`config.mk`:
```
export PLATFORM = sky130hd
export DESIGN_NAME = uart_tx_keepalive
export DESIGN_NICKNAME = d
export VERILOG_FILES = /design/src/rtl/uart_tx_keepalive.sv
export SDC_FILE = /design/constraint.sdc
export NUM_CORES = 1
export LEC_CHECK = 0
export ABC_AREA = 1
export BUFFER_PORTS_ARGS = -buffer_cell sky130_fd_sc_hd__buf_2
export CAP_MARGIN = 20
export CORE_ASPECT_RATIO = 1.75
export CORE_MARGIN = 3
export CORE_UTILIZATION = 43
export CTS_CLUSTER_SIZE = 30
export DETAILED_ROUTE_END_ITERATION = 10
export PLACE_DENSITY = 0.57
export SLEW_MARGIN = 15
export SYNTH_ARGS = -nofsm -noshare
export SYNTH_HDL_FRONTEND = slang
export SYNTH_SLANG_ARGS = --single-unit
```
`constraint.sdc`:
```
create_clock -name sys_clk -period 1.8 [get_ports sys_clk]
set_clock_uncertainty 0.15 [all_clocks]
set_input_delay 0.36 -clock sys_clk [delete_from_list [all_inputs] [get_ports sys_clk]]
set_output_delay 0.36 -clock sys_clk [all_outputs]
set_load 0.05 [all_outputs]
```
`src/rtl/uart_tx_keepalive.sv`:
```
// 8N1 UART transmitter with idle keepalive injection: after KEEPALIVE_SECONDS of
// idle-high line a KEEPALIVE_BYTE frame is sent so the peer's idle timeout restarts.
module uart_tx_keepalive #(
   parameter int unsigned SYS_CLK_RATE      = 50_000_000,
   parameter int unsigned BAUD_RATE         = 9600,
   parameter int unsigned KEEPALIVE_SECONDS = 30,
   parameter logic [7:0]  KEEPALIVE_BYTE    = 8'h16
) (
   input  logic       sys_clk,
   input  logic       sys_rst_n,
   input  logic [7:0] tx_data,
   input  logic       tx_valid,
   output logic       tx_ready,
   input  logic       keepalive_en,
   output logic       serial_out,
   output logic       busy,
   output logic       keepalive_sent
);

   localparam int unsigned CLKS_PER_BIT = SYS_CLK_RATE / BAUD_RATE;
   localparam int unsigned BAUD_W       = (CLKS_PER_BIT > 1) ? $clog2(CLKS_PER_BIT) : 1;
   localparam int unsigned PRE_W        = (SYS_CLK_RATE > 1) ? $clog2(SYS_CLK_RATE) : 1;
   localparam int unsigned SEC_W        = 6;
   localparam int unsigned BIT_W        = 3;

   typedef enum logic [1:0] {
      IDLE  = 2'd0,
      START = 2'd1,
      DATA  = 2'd2,
      STOP  = 2'd3
   } state_e;

   state_e             state_q, state_d;
   logic [BAUD_W-1:0]  baud_q, baud_d;
   logic [BIT_W-1:0]   bit_q, bit_d;
   logic [7:0]         shift_q, shift_d;
   logic [PRE_W-1:0]   pre_q, pre_d;
   logic [SEC_W-1:0]   sec_q, sec_d;
   logic               serial_q, serial_d;
   logic               tx_ready_q, tx_ready_d;
   logic               busy_q, busy_d;
   logic               ka_sent_q, ka_sent_d;

   logic               accept_c;
   logic               ka_due_c;
   logic               ka_launch_c;
   logic               baud_last_c;

   // Next-state, datapath and registered-output computation
   always_comb begin
      state_d     = state_q;
      baud_d      = baud_q;
      bit_d       = bit_q;
      shift_d     = shift_q;
      pre_d       = '0;
      sec_d       = '0;
      accept_c    = tx_valid && tx_ready_q;
      ka_due_c    = (state_q == IDLE) && keepalive_en &&
                    (sec_q == SEC_W'(KEEPALIVE_SECONDS));
      // A user byte on the due cycle takes precedence; any frame restarts the peer timer.
      ka_launch_c = ka_due_c && !accept_c;
      baud_last_c = (baud_q == BAUD_W'(CLKS_PER_BIT - 1));

      case (state_q)
         IDLE: begin
            baud_d = '0;
            bit_d  = '0;
            if (accept_c) begin
               state_d = START;
               shift_d = tx_data;
            end else if (ka_launch_c) begin
               state_d = START;
               shift_d = KEEPALIVE_BYTE;
            end else if (pre_q == PRE_W'(SYS_CLK_RATE - 1)) begin
               pre_d = '0;
               sec_d = (sec_q == SEC_W'(KEEPALIVE_SECONDS)) ? sec_q : sec_q + SEC_W'(1);
            end else begin
               pre_d = pre_q + PRE_W'(1);
               sec_d = sec_q;
            end
         end
         START: begin
            if (baud_last_c) begin
               baud_d  = '0;
               state_d = DATA;
            end else begin
               baud_d = baud_q + BAUD_W'(1);
            end
         end
         DATA: begin
            if (baud_last_c) begin
               baud_d = '0;
               if (bit_q == BIT_W'(7)) begin
                  bit_d   = '0;
                  state_d = STOP;
               end else begin
                  bit_d   = bit_q + BIT_W'(1);
                  shift_d = {1'b0, shift_q[7:1]};
               end
            end else begin
               baud_d = baud_q + BAUD_W'(1);
            end
         end
         STOP: begin
            if (baud_last_c) begin
               baud_d  = '0;
               state_d = IDLE;
            end else begin
               baud_d = baud_q + BAUD_W'(1);
            end
         end
         default: state_d = IDLE;
      endcase

      serial_d   = (state_d == DATA) ? shift_d[0] : (state_d != START);
      tx_ready_d = (state_d == IDLE);
      busy_d     = (state_d != IDLE);
      ka_sent_d  = ka_launch_c;
   end

   always_ff @(posedge sys_clk or negedge sys_rst_n) begin
      if (!sys_rst_n) begin
         state_q    <= IDLE;
         baud_q     <= '0;
         bit_q      <= '0;
         shift_q    <= '0;
         pre_q      <= '0;
         sec_q      <= '0;
         serial_q   <= 1'b1;
         tx_ready_q <= 1'b0;
         busy_q     <= 1'b0;
         ka_sent_q  <= 1'b0;
      end else begin
         state_q    <= state_d;
         baud_q     <= baud_d;
         bit_q      <= bit_d;
         shift_q    <= shift_d;
         pre_q      <= pre_d;
         sec_q      <= sec_d;
         serial_q   <= serial_d;
         tx_ready_q <= tx_ready_d;
         busy_q     <= busy_d;
         ka_sent_q  <= ka_sent_d;
      end
   end

   assign serial_out     = serial_q;
   assign tx_ready       = tx_ready_q;
   assign busy           = busy_q;
   assign keepalive_sent = ka_sent_q;

endmodule

```
==> results.yml <==
run_status:
  status: "completed"
sta:
  hold_viol: 0
  maxSlewHeadroom_pct: 76.54
  fmax_ghz: 0.5699
  worst_slack_ns: 0.04527
  setup_violations: 0
  period_minus_slack_ns: 1.755
  slew_violations: 0
  worstMarginPinSlew_ns: 0.3520
  setup_tns_ns: 0
  hold_slack_ns: 0.09012
  fin_crit_sh_pct: 97.48
  rsz0062_at_grt: "true"
placed_design:
  place.gp.congestion: 0.9112
  place_inst: 627
  dpl_cell_area_um2: 4068
  io_buffers: 15
  pre_cts_ws_ns: -0.1160
  hpwl_mm: 7.001
critical_path:
  worstSetupEndpointType: "flop"
  crit_path_max_incr_delay_ns: 0.36
  arrival_ns: 1.83
  cp-start-kind: "flop"
  reg2reg_to: "pre_q[20]"
  r2r_cells: 11
  crit_family: "simple AND/OR/NAND/NOR gates"
  worstPathCellList: "ha_2, nand2_2, nor2_4, nand2_4, nor2_4, nand3_2, nor2_1, buf_4, nand3_1, nor2_1, nor2_1"
  crit_required_ns: 1.87
  cpMostUsedCell: "nor2_1"
  cp_max_fo: 4
  r2r_slack_ns: 0.05
  worstSetupPathType: "flop to flop"
  cp_slowest_cell: "dfrtp_1"
  crit_buf_inv: 1
  r2r-start: "pre_q[0]"
synth:
  postSynthCellCount: 474
  synth.distinct_cells: 33
  ys_ff_latch: 62
  syn-mean-instance-area_um2: 7.380
  synthAdderAreaFrac_pct: 2.146
  yosys_warnings: 0
  synth_mux_area_share_pct: 0
  synthSimpleGateAreaFrac_pct: 37.95
  synth_nets: 492
  synth_seq_area_share_pct: 44.38
  netlist_area_um2: 3498
  synth_top_family_by_area: "simple AND/OR/NAND/NOR gates"
  synthXorXnorAreaFrac_pct: 2.003
  synth_compound_area_share_pct: 6.187
pwr:
  power_frac_comb_pct: 12.0
  pwr-share-seq_pct: 39.7
  peakVddDrop_mv: 0.5700
  p_total_mw: 3.914
  powerDensity_nw_per_um2: 859.7
  leakagePower_nw: 2.207
  p_int_mw: 2.952
  switchingPower_mw: 0.9623
  switching_share_pct: 24.58
  p_clk_share_pct: 48.3
clocking:
  root_buffer: "clkbuf_16"
  htree_num_levels: 3
  cts_buffers: 9
  clk_path_buf_depth: 2
  clk_pin_slew_ns: 0.05
  cts_tree: "yes"
  insertion_delay_ns: 0.33
  cts.sinks: 62
die:
  rows: 42
  die_x_um: 74.19
  die_area_um2: 9297
  die_h_um: 125.3
  core_um2: 7725
  start_util_pct: 45.29
  pin_count: 16
cells_and_area:
  n_antenna_cell: 0
  post-route-util_pct: 58.94
  area_growth_pct: 30.15
  fin_area_um2: 4553
  instances_no_fill: 648
  layout-drive-gt1-share_pct: 24.46
  layout.nets: 574
  nFillCells: 718
  final_cell_mix: "nand2_1 (121), nor2_1 (78), dfrtp_1 (60)"
  layout_commonest_cell: "nand2_1"
drt:
  route.vias.total: 3341
  wl_per_cell_um: 14.23
  antenna_left: 0
  wl_mm: 9.220
  drt_iter0_markers: 157
  via_per_inst: 5.156
  route.detailed.drc: 0
  dr.pass1.iters: 4
min_path:
  hold_path.class: "primary input to flop"
  min_from: "tx_data[5]"
  min_path_cells: 3
  min_to: "shift_q[5]"
global_routing:
  grt_max_degree: 63
  antenna_found_initial: 0
  overflow: 0
  grt_use_total_pct: 21.81
  grt_pass1_vias: 3392
  grt_pass1_wl_mm: 15.37
flow_run:
  drv_cap: 0
flip-flops by register name (all words and copies together) (netlist names):
name	count
baud_q	13
busy	1
bit_q	3
keepalive_sent	1
tx_ready	1
sec_q	6
state_q	2
pre_q	26
shift_q	8
serial_out	1
worst min-delay path, delay by kind of cell:
| kind | cells | cell delay, ns |
|---|---|---|
| buf+inv | 1 | 0.08 |
| simple gates | 1 | 0.05 |
| compound gates | 1 | 0.05 |
worst max path at each step:
stage,depth (start not counted),startpoint,slack (ns),end
after floorplan,8,tx_ready,0.02,pre_q[25]
after global routing,10,pre_q[0],-0.09,pre_q[16]
after CTS,10,baud_q[0],-0.01,baud_q[3]
final,11,pre_q[0],0.05,pre_q[20]
after global placement,10,baud_q[0],-0.10,baud_q[10]
after detailed placement,10,baud_q[0],-0.12,baud_q[3]
what timing repair did:
action	CTS	global route
hold buffers	1	0
endpoints found under the setup margin	11	55
resized for setup	8	29
pin swaps	1	9
setup buffers	0	5
hold endpoints to repair	61	0
logic make-up after synthesis:
kind of cell               after synthesis
AOI/OAI and AO/OA                       33
and+or+nand+nor                        301
buffers and inverters                   64
DFF                                     62
xor gates and xnor gates                 8
adders and majority gates                6
synthesized netlist by cell type, drive strengths merged:
master	number	share of area, %
xnor2	4	1.0
inv	62	6.8
ha	6	2.1
nand4	16	3.0
a21oi	14	2.3
a31oi	3	0.54
buf	2	0.54
nand3b	1	0.21
nor3	18	2.6
o21ai	11	1.8
xor2	4	1.0
a31o	1	0.25
nor3b	5	1.1
o21bai	1	0.54
dfrtp	61	44
nand2	131	15
nor4	5	1.1
o2111ai	1	0.25
nand3	32	4.6
nor2	93	11
a22o	2	0.50
dfstp	1	0.75
area by class of cell:
cell class,count,area [um2],share of cell area [%]
multi-input cells,348,1797,39.46
flip-flops and latches,62,1554,34.13
repair buffers,73,525.5,11.54
clock buffers,12,256.5,5.633
inverters,62,242.7,5.331
well taps,88,110.1,2.418
clock inverters,3,67.56,1.484
routing by layer:
metal,vias to the layer above,part of all wire [%],GRT usage [%]
met3,25,2.3,4.257
met4,0,3.8,12.91
met2,64,58,39.54
met1,1562,36,21.83
li1,1690,-,-
met5,-,0,0
power by group through the flow:
stage | Combinational (mW) | Sequential [mW] | Clock (mW)
2_1_floorplan | 0.247 | 1.58 | 0
3_3_place_gp | 0.429 | 1.57 | 0
3_5_place_dp | 0.441 | 1.57 | 0
4_1_cts | 0.445 | 1.55 | 1.93
5_1_grt | 0.539 | 1.57 | 1.98
6_report | 0.469 | 1.56 | 1.89
Note: power is estimated with default switching activity, not from simulation.
